**config.mk**
```make
export PLATFORM = sky130hd
export DESIGN_NAME = gfx_pattern_gen
export DESIGN_NICKNAME = d
export VERILOG_FILES = /design/src/rtl/gfx_pattern_gen.sv
export SDC_FILE = /design/constraint.sdc
export NUM_CORES = 1
export LEC_CHECK = 0
export BUFFER_PORTS_ARGS = -buffer_cell sky130_fd_sc_hd__buf_2
export CORE_ASPECT_RATIO = 1.5
export CORE_UTILIZATION = 55
export DETAILED_ROUTE_END_ITERATION = 16
export PLACE_DENSITY = 0.79
export SETUP_SLACK_MARGIN = 0.5
export SKIP_LAST_GASP = 1
export SLEW_MARGIN = 25
export SYNTH_ARGS = -nofsm -noshare
export SYNTH_HDL_FRONTEND = slang
export SYNTH_SLANG_ARGS = --single-unit
```
**constraint.sdc**
```tcl
create_clock -name clk -period 2.6 [get_ports clk]
set_input_delay 0.78 -clock clk [delete_from_list [all_inputs] [get_ports clk]]
set_output_delay 0.78 -clock clk [all_outputs]
set_load 0.01 [all_outputs]
```
**src/rtl/gfx_pattern_gen.sv**
```systemverilog
// Raster test-pattern source: walks one visible frame and emits (x, y, {r,g,b}) beats.
// Latency: first beat valid one cycle after the accepted start; one beat per cycle while ready.
// Backpressure: valid/ready; beat contents hold while stalled; all outputs registered.
module gfx_pattern_gen #(
    parameter int H_VISIBLE   = 640,
    parameter int V_VISIBLE   = 480,
    parameter int H_WIDTH     = 12,
    parameter int V_WIDTH     = 12,
    parameter int COLOR_WIDTH = 4,
    localparam int PIXEL_WIDTH = 3 * COLOR_WIDTH
) (
    input  logic                   clk,
    input  logic                   rst,
    input  logic                   start,
    input  logic [1:0]             pattern,
    input  logic [PIXEL_WIDTH-1:0] fill_color,
    output logic                   busy,
    output logic                   done,
    output logic                   m_gfx_valid,
    input  logic                   m_gfx_ready,
    output logic [H_WIDTH-1:0]     m_gfx_x,
    output logic [V_WIDTH-1:0]     m_gfx_y,
    output logic [PIXEL_WIDTH-1:0] m_gfx_pixel
);

    localparam logic [1:0] S_IDLE = 2'd0;
    localparam logic [1:0] S_RUN  = 2'd1;
    localparam logic [1:0] S_DONE = 2'd2;

    localparam int BAR_W = H_VISIBLE / 8;
    localparam int BC_W  = (BAR_W > 1) ? $clog2(BAR_W) : 1;

    localparam logic [H_WIDTH-1:0] X_LAST  = H_WIDTH'(H_VISIBLE - 1);
    localparam logic [V_WIDTH-1:0] Y_LAST  = V_WIDTH'(V_VISIBLE - 1);
    localparam logic [BC_W-1:0]    BC_LAST = BC_W'(BAR_W - 1);

    logic [1:0]             state_q,   state_d;
    logic [H_WIDTH-1:0]     x_q,       x_d;
    logic [V_WIDTH-1:0]     y_q,       y_d;
    logic [BC_W-1:0]        bar_cnt_q, bar_cnt_d;
    logic [2:0]             bar_idx_q, bar_idx_d;
    logic [1:0]             pat_q,     pat_d;
    logic [PIXEL_WIDTH-1:0] fill_q,    fill_d;
    logic                   valid_q,   valid_d;
    logic                   busy_q,    busy_d;
    logic                   done_q,    done_d;
    logic [PIXEL_WIDTH-1:0] pixel_q,   pixel_d;

    // Frame walker: start latch, raster advance on handshake, bar counter without a divider.
    always_comb begin
        state_d   = state_q;
        x_d       = x_q;
        y_d       = y_q;
        bar_cnt_d = bar_cnt_q;
        bar_idx_d = bar_idx_q;
        pat_d     = pat_q;
        fill_d    = fill_q;
        valid_d   = valid_q;
        busy_d    = busy_q;
        done_d    = 1'b0;
        case (state_q)
            S_IDLE: begin
                if (start) begin
                    state_d   = S_RUN;
                    pat_d     = pattern;
                    fill_d    = fill_color;
                    x_d       = '0;
                    y_d       = '0;
                    bar_cnt_d = '0;
                    bar_idx_d = '0;
                    valid_d   = 1'b1;
                    busy_d    = 1'b1;
                end
            end
            S_RUN: begin
                if (valid_q && m_gfx_ready) begin
                    if (x_q == X_LAST) begin
                        // End of line: bars restart at the left edge.
                        x_d       = '0;
                        bar_cnt_d = '0;
                        bar_idx_d = '0;
                        if (y_q == Y_LAST) begin
                            state_d = S_DONE;
                            valid_d = 1'b0;
                            done_d  = 1'b1;
                        end else begin
                            y_d = y_q + 1'b1;
                        end
                    end else begin
                        x_d = x_q + 1'b1;
                        if (bar_cnt_q == BC_LAST) begin
                            bar_cnt_d = '0;
                            bar_idx_d = bar_idx_q + 1'b1;
                        end else begin
                            bar_cnt_d = bar_cnt_q + 1'b1;
                        end
                    end
                end
            end
            S_DONE: begin
                state_d = S_IDLE;
                busy_d  = 1'b0;
            end
            default: begin
                state_d = S_IDLE;
                valid_d = 1'b0;
                busy_d  = 1'b0;
            end
        endcase
    end

    // Color of the next beat, computed from next-state coordinates so the pixel register lines up with x/y.
    always_comb begin
        pixel_d = '0;
        case (pat_d)
            2'd0: pixel_d = fill_d;
            2'd1: pixel_d = {{COLOR_WIDTH{bar_idx_d[2]}},
                             {COLOR_WIDTH{bar_idx_d[1]}},
                             {COLOR_WIDTH{bar_idx_d[0]}}};
            2'd2: pixel_d = (x_d[4] ^ y_d[4]) ? {PIXEL_WIDTH{1'b1}} : {PIXEL_WIDTH{1'b0}};
            2'd3: pixel_d = {x_d[COLOR_WIDTH+4:5], y_d[COLOR_WIDTH+4:5], {COLOR_WIDTH{1'b0}}};
            default: pixel_d = '0;
        endcase
    end

    // State and output registers with synchronous reset.
    always_ff @(posedge clk) begin
        if (rst) begin
            state_q   <= S_IDLE;
            x_q       <= '0;
            y_q       <= '0;
            bar_cnt_q <= '0;
            bar_idx_q <= '0;
            pat_q     <= '0;
            fill_q    <= '0;
            valid_q   <= 1'b0;
            busy_q    <= 1'b0;
            done_q    <= 1'b0;
            pixel_q   <= '0;
        end else begin
            state_q   <= state_d;
            x_q       <= x_d;
            y_q       <= y_d;
            bar_cnt_q <= bar_cnt_d;
            bar_idx_q <= bar_idx_d;
            pat_q     <= pat_d;
            fill_q    <= fill_d;
            valid_q   <= valid_d;
            busy_q    <= busy_d;
            done_q    <= done_d;
            pixel_q   <= pixel_d;
        end
    end

    assign m_gfx_valid = valid_q;
    assign m_gfx_x     = x_q;
    assign m_gfx_y     = y_q;
    assign m_gfx_pixel = pixel_q;
    assign busy        = busy_q;
    assign done        = done_q;

endmodule

```
* Yosys cells after proc, flatten, opt, wreduce, memory -nomap -nowiden
Index checks and enable logic that the tools add are counted.
** Word-level totals
- Bits in registers :: 65
- Latch bits :: 0
- Memory bits (writable) :: 0
- Bits in read-only memories :: 0
- Bits of input ports :: 18
- Word-level logic and storage cells :: 82
- Memories kept :: 0
** Operators by class
- $add $sub $neg :: 4
- Multiply operators :: 0
- Div/mod/pow operators :: 0
- $lt $le $gt $ge :: 0
- Equal/unequal tests :: 13
- Shift operators :: 0
- Multiplexer cells :: 37
- Bitwise gates (word level) :: 5
- Reduce and logical (&&, ||, !) cells :: 10
** Operators by type and width (number)
- 12-bit 2-to-1 mux :: 10
- 12-bit one-hot mux with 2 select lines :: 2
- 12-bit one-hot mux with 4 select lines :: 1
- 7-bit 2-to-1 mux :: 4
- 12-bit by 1-bit adder with 12-bit output, second input constant :: 2
- 7-bit one-hot mux with 2 select lines :: 1
- 12-bit by 10-bit equality test with 1-bit output, second input constant :: 1
- 12-bit by 9-bit equality test with 1-bit output, second input constant :: 1
- 2-bit 2-to-1 mux :: 6
- 3-bit 2-to-1 mux :: 4
- 2-bit != test, second input constant :: 5
- 5-bit AND reduction :: 2
- 7-bit by 1-bit adder with 7-bit output, second input constant :: 1
- 7-bit equality test, second input constant :: 1
- 2-bit equality test, second input constant :: 3
- 3-bit one-hot mux with 2 select lines :: 1
- 1-bit 2-to-1 mux :: 5
- 2-bit by 1-bit equality test with 1-bit output, second input constant :: 2
- 2-bit zero test :: 2
- 1-bit inverter :: 4
- 2-bit one-hot mux with 2 select lines :: 1
- 4-bit AND reduction :: 1
- 4-bit OR reduction :: 1
- 3-bit by 1-bit adder with 3-bit output, second input constant :: 1
- other kinds (7) :: 7

* Longest topological paths before layout
Gate-level depths: netlist (run 1).
- Depth after elaboration :: 8
- Gate-level depth with buffers :: 9

* Worst setup path after synthesis (run 1)
OpenSTA, ideal clock, no wires.
- Kind :: input -> register
- From :: input m_gfx_ready
- To :: register pixel_q[6], in the netlist m_gfx_pixel[6]
- Library setup time :: 0.129 ns
- Arrival :: 2.296 ns
- Required time :: 2.471 ns
- Path slack :: 0.175 ns
- Cell stages on the path :: 7
- Path through :: nand2_1 > or4_2 > nand3_1 > nand3_1 > and2_4 > nor3_2 > o41ai_2
** On the way
- Cells in the longest elaborated chain, start to end :: 6
- Elaborated cells between the ends (all ways) :: 10
** RTL lines
- from (decl) :: line 20 : input logic m_gfx_ready,
- 1-bit logical AND * :: line 76 : if (valid_q && m_gfx_ready) begin
- 12-bit 2-to-1 mux :: line 76
- 12-bit one-hot mux with 2 select lines :: line 61 : case (state_q)
- 1-bit bitwise XOR :: line 120 : 2'd2: pixel_d = (x_d[4] ^ y_d[4]) ? {PIXEL_WIDTH{1'b1}} : {PIXEL_WIDTH{1'b0}};
- 12-bit 2-to-1 mux :: line 120
- 12-bit one-hot mux with 4 select lines * :: line 115 : case (pat_d)
- to (signal assigned) :: line 151 : pixel_q <= pixel_d;
- to (decl) :: line 47 : logic [PIXEL_WIDTH-1:0] pixel_q, pixel_d;
Every way passes the cells marked *; elsewhere a longest branch is shown, timed or not. The select of a mux whose other input is x is not followed.
A chain may end at the register's enable or synchronous reset.

* Final worst setup path (run 1)
- From :: register x_q[8], in the netlist m_gfx_x[8]
- To :: register pixel_q[6], in the netlist m_gfx_pixel[6]
** On the way
- Cells in the longest elaborated chain, start to end :: 7
- Elaborated cells between the ends (all ways) :: 13
** RTL lines
- from (decl) :: line 38 : logic [H_WIDTH-1:0] x_q, x_d;
- from (signal assigned) :: line 130 : x_q <= '0;
- from (signal assigned) :: line 142 : x_q <= x_d;
- 12-bit by 10-bit equality test with 1-bit output * :: line 77 : if (x_q == X_LAST) begin
- 12-bit 2-to-1 mux :: line 77
- 12-bit 2-to-1 mux :: line 76
- 12-bit one-hot mux with 2 select lines :: line 61
- 1-bit bitwise XOR :: line 120
- 12-bit 2-to-1 mux :: line 120
- 12-bit one-hot mux with 4 select lines * :: line 115
Marked as above.

==> reports/metrics.cfg, run 1 <==
[placement]
gp_congestion=0.975
portBuffers=56
dp.final_hpwl_um=6010

[grt]
grt_pass1_wl_um=14200
grt_max_degree=25
gr-total-overflow=0
grtUsageTotal=0.308
antenna_found_initial=0
first_global_vias=3066

[synthesis]
ys_warn_count=0
netlist_instances=370
ys_types=63
synthesis.nets=392
async_reset_ff_frac=0
yosysSeqAreaShare=0.419
synth_edf_count=0
ys_seq_elements=65
avgSynthCellArea_um2=8.39
syn-cell-area_um2=3100
ys.flop_type=dfxtp_1

[clocking]
cts.path.max_buffers=2
clk_pin_slew_worst_paths_ns=0.07
h-tree-depth=3
cts_root_buffer=clkbuf_8
numClockSinks=65
cts_tree=yes
worst_skew_pair.late_latency_ns=0.35
cts_buffers=9

[sta]
finalMaxSlewViolations=0
finalClockSkew_ns=0.00678
rsz0062_at_grt=yes
finalSetupViolCount=0
final-hold-violation-count=0
period_minus_slack_ns=2.42
setup-tns-final_ns=0
period_share=0.932
tightest_slew_ns=0.621
maxSlewHeadroom=0.581
hold_ws_ns=0.464
max_freq_mhz=413

[pwr]
leakage_nw=1.80
power.density_nw_per_um2=541
ir_drop_v=0.000383
total_power_mw=2.29

[status]
status=complete, no violations

[drt]
wl_um=9310
dr_total_vias=3359
first_iter_violations=225
viasPerCell=6.14
drc=0
ant_nets=0
wl_per_cell_um=17.0
drt-pass1-iter-count=5

[finish]
drive_gt1_frac=0.369
mostFrequentLayoutCells=buf_2, dfxtp_1, nand2_1
nNetsFinal=495
area_delta_synth_final_pct=36.2
diodes=0
mostFrequentLayoutCell=buf_2

[floorplan]
io_pins=57
rows=33
die-area_um2=5950
die_w_um=63.3
core_um2=5450
die_h_um=94.0
initial_utilization=0.570

[worst_setup_path]
path_cells=or4_4 > nor4_4 > buf_4 > nand3_4 > or4_4 > nand3_1 > a21oi_2 > o41ai_2
cp-end-kind=flop
worst_path_max_delay_cell=or4_4
crit_family=simple AND/OR/NAND/NOR gates
cpPeakStageDelay_ns=0.58
path_class=flop to flop
cp_common_cell=or4_4
cp_max_fo=4
worst_ep_required_time_ns=2.86
worst-path-buf-inv=1
start_kind=flop
cp.arrival_ns=2.68

[hold_path]
hold_path_class=flop to flop

[job]
maxCapViolations=0

==> per-layer routing <==
layer  share of wire  up-vias  global-route usage
met4           0.049        0               0.172
met1            0.36     1563               0.329
met5               0        -                   0
met3           0.076       51              0.0570
met2            0.52      196               0.559
li1                -     1549                   -
==> cell type report <==
| cell class | instances | area, µm² |
|---|---|---|
| Multi-Input combinational cell | 287 | 1920 |
| Sequential cell | 65 | 1320 |
| Fill cell | 370 | 1220 |
| Timing Repair Buffer | 106 | 674 |
| Clock buffer | 12 | 145 |
| Tap cell | 70 | 87.6 |
| Clock inverter | 3 | 65.1 |
| Inverter | 4 | 15.0 |
==> registers in the layout, indices dropped and copies added, names as in the netlist <==
name / cells
fill_q: 12
m_gfx_pixel: 12
m_gfx_x: 12
m_gfx_y: 12
bar_cnt_q: 7
bar_idx_q: 3
pat_q: 2
state_q: 2
busy: 1
done: 1
m_gfx_valid: 1
==> cell families after synthesis <==
logic type / count (synthesis) / share of synthesized area
AOI/OAI and AO/OA: 85 / 0.181
xor gates and xnor gates: 12 / 0.0339
adders and majority gates: 4 / 0.0161
DFF: 65 / 0.419
buffers and inverters: 18 / 0.0335
and+or+nand+nor: 183 / 0.307
muxes: 3 / 0.0101
==> per-stage QoR <==
| stage | setup WS [ns] | util | area [µm²] | instances |
|---|---|---|---|---|
| 2_1_floorplan | 0.278 | - | 3170 | 370 |
| 3_3_place_gp | 0.143 | 0.668 | 3640 | 509 |
| 3_5_place_dp | 0.0755 | 0.668 | 3640 | 509 |
| 4_1_cts | 0.304 | 0.741 | 4040 | 536 |
| 5_1_grt | 0.0939 | 0.776 | 4230 | 547 |
| 6_report | 0.177 | 0.776 | 4230 | 547 |
==> where the power goes <==
part / switching (mW) / total (mW) / internal [mW] / leakage [nW]
Sequential: 0.0200 / 1.05 / 1.03 / 0.535
Combinational: 0.180 / 0.309 / 0.129 / 1.16
Clock: 0.368 / 0.928 / 0.560 / 0.106
==> worst min-delay path: cells and delay by family (launching register included) <==
kind | cells | cell delay (ns)
AO/OA/AOI/OAI | 1 | 0.07
flip-flops | 1 | 0.30
AND/OR/NAND/NOR | 1 | 0.05
==> worst paths after layout <==
kind	startpoint	to	slack (ns)	cells after the start
min reg2reg	fill_q[1]$_SDFF_PP0_	fill_q[1]$_SDFF_PP0_	0.46	2
max reg2reg	m_gfx_x[8]$_SDFF_PP0_	m_gfx_pixel[6]$_SDFF_PP0_	0.18	8
min	fill_q[1]$_SDFF_PP0_	fill_q[1]$_SDFF_PP0_	0.46	2
max	m_gfx_x[8]$_SDFF_PP0_	m_gfx_pixel[6]$_SDFF_PP0_	0.18	8
==> what timing repair did <==
item / in CTS / in global routing
pin swaps: 14 / 14
setup buffers: 11 / 11
gates cloned: 1 / 0
setup endpoints to repair: 33 / 32
resized for setup: 24 / 31
hold buffers: 0 / 0
==> synth_stat cells, types with 2 or more instances <==
| cell type | number | area (µm²) |
|---|---|---|
| a21oi_1 | 28 | 140 |
| nor4b_1 | 2 | 17.5 |
| nand3_1 | 16 | 80.1 |
| o211ai_1 | 2 | 15.0 |
| a31oi_1 | 6 | 37.5 |
| or4_2 | 3 | 26.3 |
| nor3_1 | 9 | 45.0 |
| and4b_1 | 3 | 30.0 |
| nor2b_1 | 6 | 37.5 |
| buf_2 | 2 | 10.0 |
| xor2_1 | 7 | 61.3 |
| and2_1 | 2 | 12.5 |
| or3_1 | 2 | 12.5 |
| dfxtp_1 | 65 | 1300 |
| clkbuf_1 | 8 | 30.0 |
| a41oi_1 | 2 | 17.5 |
| nand4bb_1 | 2 | 22.5 |
| nor4_1 | 6 | 37.5 |
| mux2i_1 | 2 | 20.0 |
| nand4b_1 | 2 | 17.5 |
| o21ai_0 | 16 | 80.1 |
| nand2b_1 | 4 | 25.0 |
| a311oi_1 | 4 | 35.0 |
| clkbuf_8 | 3 | 41.3 |
| a22oi_1 | 2 | 15.0 |
| inv_1 | 4 | 15.0 |
| o31ai_1 | 3 | 22.5 |
| and4_1 | 2 | 17.5 |
| o22ai_1 | 2 | 12.5 |
| o41ai_1 | 2 | 17.5 |
| nand4_1 | 7 | 43.8 |
| nand2_1 | 53 | 199 |
| ha_1 | 4 | 50.1 |
| a21o_1 | 4 | 30.0 |
| and3_1 | 3 | 18.8 |
| xnor2_1 | 5 | 43.8 |
| nor2_1 | 49 | 184 |
| or4_1 | 3 | 22.5 |
Power figures use the tool's default switching activity.
==> run 2, diff against run 1 <==
- CORE_ASPECT_RATIO: 1.5 -> unset
==> run 2 against run 1 <==
  * Clock-buffer cell count is 3 lower
  * Critical path depth fell by 1
  * Fmax grew 1.2%
  * Worst hold slack better by 0.0027 ns
  * Cell count is 0.91% lower
  * Register-to-register slack better by 0.03 ns
  * Sequential share of layout area up 0.14 points
  * Die area fell by 0.11%
  * Critical endpoint is now m_gfx_pixel[5]$_SDFF_PP0_
==> reports/metrics.cfg, run 2 (synthesis results as in run 1) <==
[floorplan]
die_w_um=77.1  ; was 63.3 µm
die_h_um=77.1  ; was 94.0 µm
initial_utilization=0.589  ; was 0.570
io_pins=57  ; unchanged
core_um2=5270  ; was 5450 µm²
die-area_um2=5950  ; about the same
rows=26  ; was 33

[worst_setup_path]
worst_ep_required_time_ns=2.83  ; was 2.86 ns
start_kind=flop  ; unchanged
path_class=flop to flop  ; unchanged
reg2reg_depth=7  ; was 8
cp.arrival_ns=2.63  ; was 2.68 ns
cp_max_fo=4  ; unchanged
cp-end-kind=flop  ; unchanged

[drt]
first_iter_violations=271  ; was 225
wl_um=9440  ; was 9310 µm
wl_per_cell_um=17.4  ; was 17.0 µm
drt-pass1-iter-count=6  ; was 5
dr_total_vias=3290  ; was 3359
ant_nets=0  ; unchanged
viasPerCell=6.07  ; was 6.14
drc=0  ; unchanged

[status]
status=complete, no violations  ; unchanged

[clocking]
cts_tree=yes  ; unchanged
cts.path.max_buffers=2  ; unchanged
cts_hold_buf=0  ; unchanged
clk_pin_slew_worst_paths_ns=0.07  ; about the same
numClockSinks=65  ; unchanged
cts_buffers=9  ; unchanged
h-tree-depth=3  ; unchanged
worst_skew_pair.late_latency_ns=0.35  ; about the same
cts_root_buffer=clkbuf_8  ; unchanged

[pwr]
power.density_nw_per_um2=544  ; was 541 nW/µm²
leakage_nw=1.78  ; was 1.80 nW
seqPwrFrac=0.459  ; was 0.460
total_power_mw=2.29  ; about the same
power_frac_comb=0.134  ; was 0.135
switching_share=0.263  ; was 0.248
netSwitchingPower_mw=0.601  ; was 0.568 mW
pwr-share-clk=0.407  ; was 0.405
p_int_mw=1.69  ; was 1.72 mW
ir_drop_v=0.000456  ; was 0.000383 V

[placement]
pre_cts_ws_ns=0.0206  ; was 0.0755 ns
gp_congestion=0.886  ; was 0.975
portBuffers=56  ; unchanged
dp.final_hpwl_um=5950  ; was 6010 µm

[sta]
finalWorstSetupSlack_ns=0.207  ; was 0.177 ns
period_share=0.920  ; was 0.932
max_freq_mhz=418  ; was 413 MHz
maxSlewHeadroom=0.545  ; was 0.581
finalClockSkew_ns=0.00785  ; was 0.00678 ns
finalSetupViolCount=0  ; unchanged
final-hold-violation-count=0  ; unchanged
rsz0062_at_grt=yes  ; unchanged
setup-tns-final_ns=0  ; unchanged
finalMaxSlewViolations=0  ; unchanged
tightest_slew_ns=0.675  ; was 0.621 ns
period_minus_slack_ns=2.39  ; was 2.42 ns

[finish]
nNetsFinal=490  ; was 495
mostFrequentLayoutCell=dfxtp_1  ; was buf_2
area_delta_synth_final_pct=35.3  ; was 36.2%
n_fill_cell=354  ; was 370
mostFrequentLayoutCells=dfxtp_1, buf_2, nand2_1  ; was buf_2, dfxtp_1, nand2_1
diodes=0  ; unchanged
drive_gt1_frac=0.371  ; was 0.369

[grt]
grt_pass1_wl_um=14800  ; was 14200 µm
antenna_found_initial=0  ; unchanged
grtUsageTotal=0.318  ; was 0.308
gr-total-overflow=0  ; unchanged
first_global_vias=3030  ; was 3066
grt_max_degree=27  ; was 25

[hold_path]
hold_path_class=flop to flop  ; unchanged
hold_depth=2  ; unchanged

[job]
maxCapViolations=0  ; unchanged

==> run 2: routing by layer <==
metal  wire, µm  part of all wire  vias to the layer above  track usage
li1           -                 -                     1540            -
met1       3890              0.41                     1544        0.407
met2       4530              0.48                      178        0.510
met3        750             0.079                       28       0.0571
met4        274             0.029                        0        0.160
met5          0                 0                        -            0
==> run 2: power by group through the flow <==
stage | Clock [mW] | Sequential [mW] | Combinational, mW
finish | 0.930 | 1.05 | 0.307
global route | 0.980 | 1.05 | 0.331
CTS | 0.928 | 1.05 | 0.284
detailed placement | 0 | 1.08 | 0.267
global placement | 0 | 1.07 | 0.260
floorplan | 0 | 1.08 | 0.159
==> run 2: stage by stage <==
| step | std cells | instance area, µm² | util | hold slack [ns] |
|---|---|---|---|---|
| after floorplan | 370 | 3170 | - | 0.435 |
| after global placement | 506 | 3620 | 0.687 | 0.453 |
| after detailed placement | 506 | 3620 | 0.687 | 0.458 |
| after CTS | 537 | 4110 | 0.779 | 0.468 |
| after global routing | 542 | 4200 | 0.797 | 0.486 |
| final | 542 | 4200 | 0.797 | 0.467 |
==> run 2: worst max-delay path: stages, from the launching register on <==
cell,delay (ns)
dfxtp_1,0.32
or4_4,0.57
nor4_4,0.40
a41oi_2,0.21
a21o_4,0.26
a31o_4,0.26
a21oi_1,0.17
o41ai_2,0.09
==> run 2: path summary, 6_finish.rpt <==
check                                      startpoint                        end  slack [ns]
worst max-delay path            m_gfx_x[7]$_SDFF_PP0_  m_gfx_pixel[5]$_SDFF_PP0_        0.21
worst min-delay path             fill_q[3]$_SDFF_PP0_       fill_q[3]$_SDFF_PP0_        0.47
worst max register to register  m_gfx_x[7]$_SDFF_PP0_  m_gfx_pixel[5]$_SDFF_PP0_        0.21
worst min register to register   fill_q[3]$_SDFF_PP0_       fill_q[3]$_SDFF_PP0_        0.47
==> run 2: cell type report <==
type | instances | area, µm² | share of cell area
clock inverter | 6 | 83.8 | 0.0200
inverter | 4 | 15.0 | 0.00357
timing repair buffer | 101 | 633 | 0.151
sequential | 65 | 1320 | 0.314
multi-input combinational | 287 | 1940 | 0.461
tap | 70 | 87.6 | 0.0208
clock buffer | 9 | 124 | 0.0295
==> run 2: what timing repair did <==
item | CTS | global route
pin swaps | 24 | 13
setup buffers | 16 | 5
endpoints found under the setup margin | 34 | 35
gates resized for setup | 36 | 19
